<file path="src/rtl/cpu_ctrl_pkg.sv">
// -----------------------------------------------------------------------------
// cpu_ctrl_pkg
//
// Shared types and constants for the 8-bit accumulator CPU controller.
//   state_t     : controller FSM states (also exported on the debug port)
//   ALU_*       : ALU operation codes driven on aluOpControl
//   ADDR_SEL_*  : memory address source (PcOrTR)
//   B_SEL_*     : B operand source (regOrMem)
//   ACC_SEL_*   : accumulator register select (accAddressSel)
//   op_class_t  : instruction class decoded from the opcode IR[7:4]
//   ctrl_out_t  : bundle of every strobe/select the controller drives
// -----------------------------------------------------------------------------
package cpu_ctrl_pkg;

  typedef enum logic [3:0] {
    S_FETCH  = 4'd0,
    S_DECODE = 4'd1,
    S_ADDR   = 4'd2,
    S_OPND_M = 4'd3,
    S_OPND_S = 4'd4,
    S_RD_B   = 4'd5,
    S_RD_A   = 4'd6,
    S_EXEC   = 4'd7,
    S_WB     = 4'd8,
    S_MEM_WR = 4'd9,
    S_JUMP   = 4'd10
  } state_t;

  // ALU operations. 2'b01 (ADC) exists in the datapath but this
  // instruction set never issues it.
  localparam logic [1:0] ALU_ADD  = 2'b00;
  localparam logic [1:0] ALU_AND  = 2'b10;
  localparam logic [1:0] ALU_NOTB = 2'b11;

  // Memory address select
  localparam logic ADDR_SEL_TR = 1'b0;
  localparam logic ADDR_SEL_PC = 1'b1;

  // B operand source
  localparam logic B_SEL_MEM = 1'b0;
  localparam logic B_SEL_ACC = 1'b1;

  // Accumulator register select
  localparam logic [1:0] ACC_SEL_DI = 2'd0;  // DI[4:3], memory-reference register
  localparam logic [1:0] ACC_SEL_RS = 2'd1;  // IR[1:0]
  localparam logic [1:0] ACC_SEL_RD = 2'd2;  // IR[3:2]

  typedef enum logic [3:0] {
    OPC_LOAD  = 4'd0,
    OPC_STORE = 4'd1,
    OPC_ADD_M = 4'd2,
    OPC_AND_M = 4'd3,
    OPC_JMP   = 4'd4,
    OPC_JZ    = 4'd5,
    OPC_ADD_R = 4'd6,
    OPC_AND_R = 4'd7,
    OPC_MOV   = 4'd8,
    OPC_NOT   = 4'd9
  } op_class_t;

  // Opcode layout (IR[7:4]):
  //   0 o o x : memory reference, oo selects LOAD/STORE/ADD/AND
  //   1 0 j x : j=0 JMP, j=1 JZ
  //   1 1 f f : ff selects ADD/AND/MOV/NOT on registers
  // Every one of the 16 codes maps to a class.
  function automatic op_class_t op_class(input logic [3:0] opc);
    op_class_t c;
    if (!opc[3]) begin
      case (opc[2:1])
        2'b00:   c = OPC_LOAD;
        2'b01:   c = OPC_STORE;
        2'b10:   c = OPC_ADD_M;
        default: c = OPC_AND_M;
      endcase
    end else if (!opc[2]) begin
      c = opc[1] ? OPC_JZ : OPC_JMP;
    end else begin
      case (opc[1:0])
        2'b00:   c = OPC_ADD_R;
        2'b01:   c = OPC_AND_R;
        2'b10:   c = OPC_MOV;
        default: c = OPC_NOT;
      endcase
    end
    return c;
  endfunction

  typedef struct packed {
    logic       pc_inc;
    logic       pc_load_en;
    logic       di_load_en;
    logic       ir_write_en;
    logic       tr_write_en;
    logic       a_reg_write_en;
    logic       b_reg_write_en;
    logic       alu_res_write_en;
    logic       ld_czn;
    logic       acc_write_en;
    logic       mem_write_en;
    logic       pc_or_tr;
    logic       reg_or_mem;
    logic       reg_b_or_0;
    logic       reg_a_or_0;
    logic [1:0] acc_address_sel;
    logic [1:0] alu_op;
  } ctrl_out_t;

endpackage

</file>
<file path="src/rtl/ctrl_output_decode.sv">
// -----------------------------------------------------------------------------
// ctrl_output_decode
//
// Purely combinational map from (state, opcode, Z flag) to every datapath
// strobe and select. Outputs are forced to zero while reset is asserted so no
// write strobe can leak out during reset, even though FETCH is the reset state.
//
// Ports:
//   i_rst_n     in  1           active-low reset (gates all outputs)
//   i_state     in  state_t     current controller state
//   i_opcode    in  4           IR[7:4]
//   i_zero_flag in  1           Z flag, only consulted in JUMP for JZ
//   o_ctrl      out ctrl_out_t  all controller outputs
// -----------------------------------------------------------------------------
module ctrl_output_decode
  import cpu_ctrl_pkg::*;
(
  input  logic       i_rst_n,
  input  state_t     i_state,
  input  logic [3:0] i_opcode,
  input  logic       i_zero_flag,
  output ctrl_out_t  o_ctrl
);

  op_class_t w_class;

  assign w_class = op_class(i_opcode);

  always_comb begin
    o_ctrl = '0;
    if (i_rst_n) begin
      case (i_state)
        S_FETCH: begin
          o_ctrl.pc_or_tr    = ADDR_SEL_PC;
          o_ctrl.ir_write_en = 1'b1;
          o_ctrl.pc_inc      = 1'b1;
        end
        S_DECODE: begin
          o_ctrl.di_load_en = 1'b1;
        end
        S_ADDR: begin
          // Second instruction byte (low address bits) goes into TR.
          o_ctrl.pc_or_tr    = ADDR_SEL_PC;
          o_ctrl.tr_write_en = 1'b1;
          o_ctrl.pc_inc      = 1'b1;
        end
        S_OPND_M: begin
          // B <- mem[TR], A <- ACC[DI[4:3]] in the same cycle.
          o_ctrl.pc_or_tr        = ADDR_SEL_TR;
          o_ctrl.reg_or_mem      = B_SEL_MEM;
          o_ctrl.b_reg_write_en  = 1'b1;
          o_ctrl.acc_address_sel = ACC_SEL_DI;
          o_ctrl.a_reg_write_en  = 1'b1;
        end
        S_OPND_S: begin
          // STORE: B <- ACC[DI[4:3]], passed through the ALU to memory.
          o_ctrl.acc_address_sel = ACC_SEL_DI;
          o_ctrl.reg_or_mem      = B_SEL_ACC;
          o_ctrl.b_reg_write_en  = 1'b1;
        end
        S_RD_B: begin
          // NOT has only Rd, so its single operand is read from the Rd field.
          o_ctrl.reg_or_mem      = B_SEL_ACC;
          o_ctrl.b_reg_write_en  = 1'b1;
          o_ctrl.acc_address_sel = (w_class == OPC_NOT) ? ACC_SEL_RD : ACC_SEL_RS;
        end
        S_RD_A: begin
          o_ctrl.acc_address_sel = ACC_SEL_RD;
          o_ctrl.a_reg_write_en  = 1'b1;
        end
        S_EXEC: begin
          o_ctrl.alu_res_write_en = 1'b1;
          case (w_class)
            // Pure moves: result = 0 + B, flags untouched.
            OPC_LOAD, OPC_STORE, OPC_MOV: begin
              o_ctrl.alu_op     = ALU_ADD;
              o_ctrl.reg_a_or_0 = 1'b1;
            end
            OPC_ADD_M, OPC_ADD_R: begin
              o_ctrl.alu_op = ALU_ADD;
              o_ctrl.ld_czn = 1'b1;
            end
            OPC_AND_M, OPC_AND_R: begin
              o_ctrl.alu_op = ALU_AND;
              o_ctrl.ld_czn = 1'b1;
            end
            OPC_NOT: begin
              o_ctrl.alu_op = ALU_NOTB;
              o_ctrl.ld_czn = 1'b1;
            end
            default: begin
              // Jumps never reach EXEC.
            end
          endcase
        end
        S_WB: begin
          o_ctrl.acc_write_en    = 1'b1;
          // Memory-reference ops (IR[7]=0) address ACC via DI, register ops via Rd.
          o_ctrl.acc_address_sel = i_opcode[3] ? ACC_SEL_RD : ACC_SEL_DI;
        end
        S_MEM_WR: begin
          o_ctrl.pc_or_tr     = ADDR_SEL_TR;
          o_ctrl.mem_write_en = 1'b1;
        end
        S_JUMP: begin
          // Flags written by the previous instruction are already visible here.
          o_ctrl.pc_load_en = (w_class == OPC_JMP) ? 1'b1 : i_zero_flag;
        end
        default: begin
        end
      endcase
    end
  end

endmodule

</file>
<file path="src/rtl/control_unit.sv">
// -----------------------------------------------------------------------------
// control_unit
//
// Multi-cycle Moore controller for the 8-bit accumulator CPU. Holds the state
// register and next-state logic; ctrl_output_decode turns the state plus the
// opcode into datapath strobes. Instructions take 4 (jumps), 5 (MOV/NOT) or
// 6 (everything else) cycles.
//
// Ports:
//   clk                 in  1  system clock, rising edge
//   rst                 in  1  asynchronous active-low reset
//   IrToCU              in  4  opcode IR[7:4]
//   CznToCU             in  3  flags [0]=C [1]=Z [2]=N (only Z is used)
//   DiToCU              in  5  DI contents, reserved
//   pcInc .. memoryWriteEn  out 1  register / architectural write strobes
//   PcOrTR              out 1  memory address: 0=TR 1=PC
//   regOrMem            out 1  B source: 0=memory 1=accumulator
//   RegBOr0, RegAOr0    out 1  ALU operand forced to zero when 1
//   accAddressSel       out 2  0=DI[4:3] 1=Rs 2=Rd
//   aluOpControl        out 2  00=ADD 01=ADC 10=AND 11=NOT B
//   o_dbg_state         out 4  current FSM state for observation
//
// Handshake: none; the datapath obeys every strobe in the cycle it is high.
// -----------------------------------------------------------------------------
module control_unit
  import cpu_ctrl_pkg::*;
(
  input  logic       clk,
  input  logic       rst,
  input  logic [3:0] IrToCU,
  input  logic [2:0] CznToCU,
  input  logic [4:0] DiToCU,
  output logic       pcInc,
  output logic       pcLoadEn,
  output logic       diLoadEn,
  output logic       irWriteEn,
  output logic       trWriteEn,
  output logic       aRegWriteEn,
  output logic       bRegWriteEn,
  output logic       aluResWriteEn,
  output logic       ldCZN,
  output logic       accumulatorWriteEn,
  output logic       memoryWriteEn,
  output logic       PcOrTR,
  output logic       regOrMem,
  output logic       RegBOr0,
  output logic       RegAOr0,
  output logic [1:0] accAddressSel,
  output logic [1:0] aluOpControl,
  output state_t     o_dbg_state
);

  state_t    r_state;
  state_t    w_next_state;
  op_class_t w_class;
  ctrl_out_t w_ctrl;
  logic      w_unused;

  // IR is stable from the end of FETCH to the next FETCH, so the opcode can
  // be decoded live in every state without a private copy.
  assign w_class = op_class(IrToCU);

  always_comb begin
    w_next_state = S_FETCH;
    case (r_state)
      S_FETCH:  w_next_state = S_DECODE;
      S_DECODE: begin
        // Memory-reference ops and jumps carry a second byte.
        if (!IrToCU[3] || (IrToCU[3:2] == 2'b10)) w_next_state = S_ADDR;
        else                                      w_next_state = S_RD_B;
      end
      S_ADDR: begin
        if ((w_class == OPC_JMP) || (w_class == OPC_JZ)) w_next_state = S_JUMP;
        else if (w_class == OPC_STORE)                   w_next_state = S_OPND_S;
        else                                             w_next_state = S_OPND_M;
      end
      S_OPND_M: w_next_state = S_EXEC;
      S_OPND_S: w_next_state = S_EXEC;
      S_RD_B: begin
        // Two-operand register ops also need Rd in A; MOV/NOT go straight on.
        if ((w_class == OPC_ADD_R) || (w_class == OPC_AND_R)) w_next_state = S_RD_A;
        else                                                  w_next_state = S_EXEC;
      end
      S_RD_A:   w_next_state = S_EXEC;
      S_EXEC:   w_next_state = (w_class == OPC_STORE) ? S_MEM_WR : S_WB;
      S_WB:     w_next_state = S_FETCH;
      S_MEM_WR: w_next_state = S_FETCH;
      S_JUMP:   w_next_state = S_FETCH;
      default:  w_next_state = S_FETCH;
    endcase
  end

  always_ff @(posedge clk or negedge rst) begin
    if (!rst) r_state <= S_FETCH;
    else      r_state <= w_next_state;
  end

  ctrl_output_decode u_decode (
    .i_rst_n     (rst),
    .i_state     (r_state),
    .i_opcode    (IrToCU),
    .i_zero_flag (CznToCU[1]),
    .o_ctrl      (w_ctrl)
  );

  assign pcInc              = w_ctrl.pc_inc;
  assign pcLoadEn           = w_ctrl.pc_load_en;
  assign diLoadEn           = w_ctrl.di_load_en;
  assign irWriteEn          = w_ctrl.ir_write_en;
  assign trWriteEn          = w_ctrl.tr_write_en;
  assign aRegWriteEn        = w_ctrl.a_reg_write_en;
  assign bRegWriteEn        = w_ctrl.b_reg_write_en;
  assign aluResWriteEn      = w_ctrl.alu_res_write_en;
  assign ldCZN              = w_ctrl.ld_czn;
  assign accumulatorWriteEn = w_ctrl.acc_write_en;
  assign memoryWriteEn      = w_ctrl.mem_write_en;
  assign PcOrTR             = w_ctrl.pc_or_tr;
  assign regOrMem           = w_ctrl.reg_or_mem;
  assign RegBOr0            = w_ctrl.reg_b_or_0;
  assign RegAOr0            = w_ctrl.reg_a_or_0;
  assign accAddressSel      = w_ctrl.acc_address_sel;
  assign aluOpControl       = w_ctrl.alu_op;
  assign o_dbg_state        = r_state;

  // DI is reserved and C/N are datapath-only; they do not steer control.
  assign w_unused = ^{DiToCU, CznToCU[2], CznToCU[0]};

endmodule

</file>
<file path="config.mk">
export PLATFORM = sky130hd
export DESIGN_NAME = control_unit
export DESIGN_NICKNAME = d
export VERILOG_FILES = /design/src/rtl/cpu_ctrl_pkg.sv /design/src/rtl/ctrl_output_decode.sv /design/src/rtl/control_unit.sv
export SDC_FILE = /design/constraint.sdc
export NUM_CORES = 1
export LEC_CHECK = 0
export CORE_UTILIZATION = 39
export CTS_CLUSTER_SIZE = 25
export DETAILED_ROUTE_END_ITERATION = 7
export HOLD_SLACK_MARGIN = 0.06
export PLACE_DENSITY = 0.84
export SLEW_MARGIN = 20
export SYNTH_ARGS = -nofsm -noshare
export SYNTH_HDL_FRONTEND = slang
export SYNTH_SLANG_ARGS = --single-unit
</file>
<file path="constraint.sdc">
create_clock -name clk -period 2.2 [get_ports clk]
set_input_delay 0.66 -clock clk [delete_from_list [all_inputs] [get_ports clk]]
set_output_delay 0.66 -clock clk [all_outputs]
set_load 0.02 [all_outputs]
</file>
==> reports/summary.txt, run 1 <==
Worst hold-check path type = in2async
Post-Route WL = 1990 microns
Routed Antenna Nets = 0
Vias = 774
Placed inst area = 1020 sq um
Worst r2r src = o_dbg_state[1]
Fillcell total = 104
CP cell instances = clkdlybuf4s50_1 -> a31oi_1 -> nor3_1 -> buf_4
TritonCTS Sinks = 4
Slowest stage delay, CP = 0.46 ns
Synth warnings = 0
Synth Register Bits = 4
Initial Util = 44.0%
H-tree depth reported by CTS = 1
Final Wtd Congestion = 0.879
Fraction of layout cells with a size suffix above 1 = 50.0%
# DRC = 0
CTS root buffer = clkbuf_4
Slowest cell on crit path = clkdlybuf4s50_1
CTS tree = yes
Core Rows = 13
Pwr per Cell Area = 1220 nW/um^2
Post-synth EDFFs = 0
Clock insertion delay at the later pin of the skew report = 0.25 ns
CTS hold repair buffers = 0
CP endpoint kind = output pin
Initial antenna violation count = 0
Cells on worst reg2reg path = 4
Share of flip-flops with an asynchronous set or reset = 100%
Mapped Avg Cell Area = 7.70 sq um
Worst Path Arrival = 1.50 ns
Max Cap Viol = 0
Most frequent cells in the layout = buf_4 (27), buf_2 (11), nor2_1 (8)
Most common cell after layout, fill and taps aside = buf_4
CTS Buf Count = 3
TritonRoute pass-1 iters = 4
RSZ-0062 raised after global routing = false
Outcome = finished, final reports clean
Met3 routed WL = 96 microns
Fmax = 463 MHz
PnR Total Power = 1.21 mW
GR Overflow Total = 0
Chip Height = 41.5 microns
Largest net degree at the start of global routing = 12
Met1 Wirelength = 814 microns
CP required = 1.54 ns
Max reg flops = 4
P_leak = 0.476 nW
Reg2Reg Setup Slack = 0.87 ns
Setup-failing EPs final = 0
NumNets Final = 142
Post-layout min period = 2.16 ns
Worst Setup Start Kind = input pin
First-pass GRT wire length = 3510 microns
Library cells used by synthesis = 39
Net Count, Synth = 93
Sequential fraction of the synthesis area = 16.5%
Avg WL per Cell = 14.1 microns
Ratio of final minimum period to clock period = 98.1%
Post-Syn Instances = 79
Die Wd = 41.5 microns
# diodes = 0
GRT Overall Usage = 26.4%
Area growth from synthesis to layout = 62.3%
Multi-input logic area = 448 sq um
PortBufs = 28
Via-per-instance ratio = 5.49
Vias in the first global route = 782
Core Area = 1380 sq um
Peak VDD IR = 0.487 mV
Clk buf depth = 2
Highest Signal Layer = met4
Metal2 WL = 1030 microns
Setup CP Type = in2out
Post-route cell area = 987 sq um
Max FO, Critical Path = 1
Die area = 1720 sq um
First-iteration detailed-routing DRC count = 17
Cell Area, Synth = 608 sq um
FF-to-FF End = o_dbg_state[0]
Clock skew = 0.00654 ns
Reg clk slew, reported paths = 0.04 ns
I/O Pins = 37
Top_reg_cell synth = dfrtp_1
Register area = 103 sq um
Max-slew violations = 0
Final Hold Fails = 0
Post-DP HPWL = 1530 microns
==> metrics by stage <==
step | cells | utilization, % | worst slack, ns | setup TNS, ns | hold slack (ns)
floorplan | 79 | - | 0.0774 | 0 | 0.364
global placement | 137 | 73.8 | -0.757 | -12.32 | 0.665
detailed placement | 137 | 73.8 | -0.871 | -13.25 | 0.674
CTS | 141 | 72.5 | 0.0115 | 0 | 0.395
global route | 141 | 71.4 | 0.00478 | 0 | 0.421
finish | 141 | 71.4 | 0.0414 | 0 | 0.397
==> Yosys cell counts, drive strengths merged, types with 2 or more instances <==
cell	n	area, sq um
o21ai	4	20.0
a31oi	3	18.8
nand3b	2	15.0
a211oi	2	20.0
nand2	4	15.0
a21oi	6	30.0
nor3	5	35.0
nand2b	3	18.8
nor2b	3	18.8
dfrtp	4	100
inv	5	18.8
nand4bb	2	27.5
o21a	2	15.0
nand4	2	27.5
nor4	2	12.5
nor2	8	30.0
buf	7	52.5
==> layout make-up <==
class,instances,area share [%]
clock buffer,3,2.28
sequential,4,10.4
multi-input combinational,62,45.4
inverter,5,1.90
tap,15,1.90
timing repair buffer,52,38.1
==> worst max path at each step <==
stage	startpoint	endpoint	slack [ns]
after CTS	o_dbg_state[1]	trWriteEn	0.01
after global routing	o_dbg_state[3]	ldCZN	0.005
after detailed placement	rst	irWriteEn	-0.87
after floorplan	IrToCU[2]	pcLoadEn	0.08
final	CznToCU[1]	pcLoadEn	0.04
after global placement	rst	diLoadEn	-0.76
==> report_power, final <==
group	internal [mW]	total, mW	switching (mW)
logic	0.450	0.934	0.484
clock network	0.0615	0.0998	0.0382
registers	0.114	0.172	0.0586
total	0.625	1.21	0.581
==> critical path: cells and delay by family <==
family          cells  cell delay (ns)
compound gates      1             0.04
simple gates        1             0.16
buf+inv             2             0.64
==> what timing repair did <==
action	4_1_cts	5_1_grt
buffers inserted	1	0
resized for setup	87	14
cloned	0	0
setup endpoints to repair	18	11
pin swaps	3	1
==> layer usage <==
metal,up-vias,track usage (%)
li1,376,-
met1,362,29.8
met2,31,45.0
met3,5,4.35
met4,0,18.1
met5,-,0
==> cells by family after synthesis <==
logic type / after synthesis / share of synthesized area (%)
compound gates: 20 / 21.6
xor+xnor: 1 / 1.44
other cells: 1 / 0.617
mux: 1 / 1.65
simple gates: 39 / 45.3
buf+inv: 13 / 13.0
flops: 4 / 16.5
No activity file was read; power rests on OpenSTA's default activity.
==> inputs of run 2 (changes only) <==
--- a/config.mk
+++ b/config.mk
@@ -5,11 +5,11 @@
 export SDC_FILE = /design/constraint.sdc
 export NUM_CORES = 1
 export LEC_CHECK = 0
-export CORE_UTILIZATION = 39
+export CORE_UTILIZATION = 33
 export CTS_CLUSTER_SIZE = 25
 export DETAILED_ROUTE_END_ITERATION = 7
 export HOLD_SLACK_MARGIN = 0.06
-export PLACE_DENSITY = 0.84
+export PLACE_DENSITY = 0.75
 export SLEW_MARGIN = 20
 export SYNTH_ARGS = -nofsm -noshare
 export SYNTH_HDL_FRONTEND = slang
==> constraint.sdc (replaced) <==
create_clock -name clk -period 1.9 [get_ports clk]
set_input_delay 0.57 -clock clk [delete_from_list [all_inputs] [get_ports clk]]
set_output_delay 0.57 -clock clk [all_outputs]
set_load 0.02 [all_outputs]
==> reports/summary.txt, run 2 (synthesis gave the netlist of run 1 again) <==
P_leak = 0.552 nW (was 0.476 nW)
NumNets Final = 146 (was 142)
Setup-failing EPs final = 9 (was 0)
CTS tree = yes (unchanged)
Pwr per Cell Area = 1320 nW/um^2 (was 1220 nW/um^2)
Most common cell after layout, fill and taps aside = buf_4 (unchanged)
Core Rows = 15 (was 13)
Routed Antenna Nets = 0 (unchanged)
Worst Setup Start Kind = register (was input pin)
I/O Pins = 37 (unchanged)
Ratio of final minimum period to clock period = 104%
Fmax = 504 MHz
Die area = 2020 sq um (was 1720 sq um)
CP required = 1.33 ns (was 1.54 ns)
First-iteration detailed-routing DRC count = 10 (was 17)
Clk buf depth = 2 (unchanged)
Max-slew violations = 0 (unchanged)
GRT Overall Usage = 21.5% (was 26.4%)
PortBufs = 28 (unchanged)
H-tree depth reported by CTS = 1 (unchanged)
Initial Util = 35.2% (was 44.0%)
Chip Height = 44.9 microns (was 41.5 microns)
Worst Path Arrival = 1.41 ns (was 1.50 ns)
CP endpoint kind = output pin (unchanged)
# diodes = 0 (unchanged)
Worst hold-check path type = in2async (unchanged)
Fraction of layout cells with a size suffix above 1 = 66.2% (was 50.0%)
Outcome = finished, violations left (was finished, final reports clean)
Post-DP HPWL = 1460 microns (was 1530 microns)
Final Wtd Congestion = 0.764 (was 0.879)
Via-per-instance ratio = 5.15 (was 5.49)
Post-layout min period = 1.98 ns
Peak VDD IR = 0.866 mV (was 0.487 mV)
PnR worst setup slack = -0.0836 ns (was 0.0414 ns)
Largest net degree at the start of global routing = 11 (was 12)
Max Cap Viol = 0 (unchanged)
Max FO, Critical Path = 5 (was 1)
TritonRoute pass-1 iters = 4 (unchanged)
Post-Route WL = 2120 microns (was 1990 microns)
Vias = 798 (was 774)
CTS hold repair buffers = 0 (unchanged)
Setup TNS = -0.327 ns (was 0 ns)
Violated checks = negative setup slack
Setup CP Type = reg2out (was in2out)
Reg clk slew, reported paths = 0.04 ns (about the same)
Most frequent cells in the layout = buf_4 (35), buf_6 (13), nor3_2 (5), nor2_1 (5), dlygate4sd2_1 (5) (was buf_4 (27), buf_2 (11), nor2_1 (8))
Core Area = 1730 sq um (was 1380 sq um)
Clock insertion delay at the later pin of the skew report = 0.23 ns (was 0.25 ns)
Avg WL per Cell = 13.7 microns (was 14.1 microns)
Area growth from synthesis to layout = 97.1% (was 62.3%)
Initial antenna violation count = 0 (unchanged)
Reg2Reg Setup Slack = 0.57 ns (was 0.87 ns)
Final Hold Fails = 0 (unchanged)
Dpl cells = 148 (was 137)
First-pass GRT wire length = 3230 microns (was 3510 microns)
CTS Buf Count = 3 (unchanged)
Vias in the first global route = 771 (was 782)
# DRC = 0 (unchanged)
CTS root buffer = clkbuf_4 (unchanged)
Hold WS = 0.330 ns (was 0.397 ns)
GR Overflow Total = 0 (unchanged)
Max reg flops = 4 (unchanged)
RSZ-0062 raised after global routing = true (was false)
Die Wd = 44.9 microns (was 41.5 microns)
PnR Total Power = 1.58 mW (was 1.21 mW)
Layout Cells excl Fill = 155 (was 141)
Post-Place Worst Slack = -0.902 ns (was -0.871 ns)
TritonCTS Sinks = 4 (unchanged)
Clock skew = 0.000139 ns (was 0.00654 ns)
Fillcell total = 124 (was 104)
-- run 2: cell types whose count changed in the layout (fill, tap and decap cells not counted), moves of 5 or more --
| cell | delta |
|---|---|
| buf_2 | -8 |
| buf_4 | +8 |
| buf_6 | +11 |
| clkbuf_2 | -5 |
| clkdlybuf4s50_1 | -5 |
| dlygate4sd2_1 | +5 |
-- run 2: metrics by stage --
stage	instance area (sq um)	util, %
2_1_floorplan	619	-
3_3_place_gp	1050	60.9
3_5_place_dp	1050	60.9
4_1_cts	1100	64.0
5_1_grt	1200	69.4
6_report	1200	69.4
-- run 2: what timing repair did --
item,CTS,global route
buffers inserted,5,0
gates resized for setup,133,28
pin swaps,12,5
endpoints found under the setup margin,22,16
-- run 2: power breakdown --
group	internal [mW]	switching, mW	leakage [nW]	total [mW]
sequential	0.134	0.0676	0.0447	0.201
combinational	0.621	0.654	0.493	1.27
clock	0.0704	0.0310	0.0138	0.101
total	0.825	0.752	0.552	1.58
-- run 2: worst paths after layout --
check | start | to | cells after the start
worst min register to register | o_dbg_state[3] | o_dbg_state[3] | 2
max in group asynchronous | rst | o_dbg_state[1] | 2
worst max register to register | o_dbg_state[1] | o_dbg_state[0] | 4
worst max-delay path | o_dbg_state[3] | aluOpControl[1] | 4
worst min-delay path | rst | o_dbg_state[3] | 2
min in group clk | o_dbg_state[3] | o_dbg_state[3] | 2
-- run 2: worst max-delay path, cell delays in order, from the launching register on --
cell and delay (ns):
dfrtp_1 0.40, and2b_4 0.28, nand4_4 0.13, nor3_2 0.21, buf_4 0.17
-- run 2: cell type report --
cell class | instances | area (sq um) | share of cell area [%]
Clock buffer | 3 | 22.5 | 1.88
Sequential cell | 4 | 104 | 8.66
Multi-Input combinational cell | 62 | 549 | 45.8
Timing Repair Buffer | 56 | 468 | 39.0
Tap cell | 25 | 31.3 | 2.61
Inverter | 5 | 23.8 | 1.98
-- run 2: per-layer routing --
layer	part of all wire (%)	vias to the layer above	GRT usage [%]
met2	53	26	37.7
li1	-	384	-
met4	1.4	0	9.70
met3	3.9	4	2.00
met1	42	384	26.5
met5	0	-	0
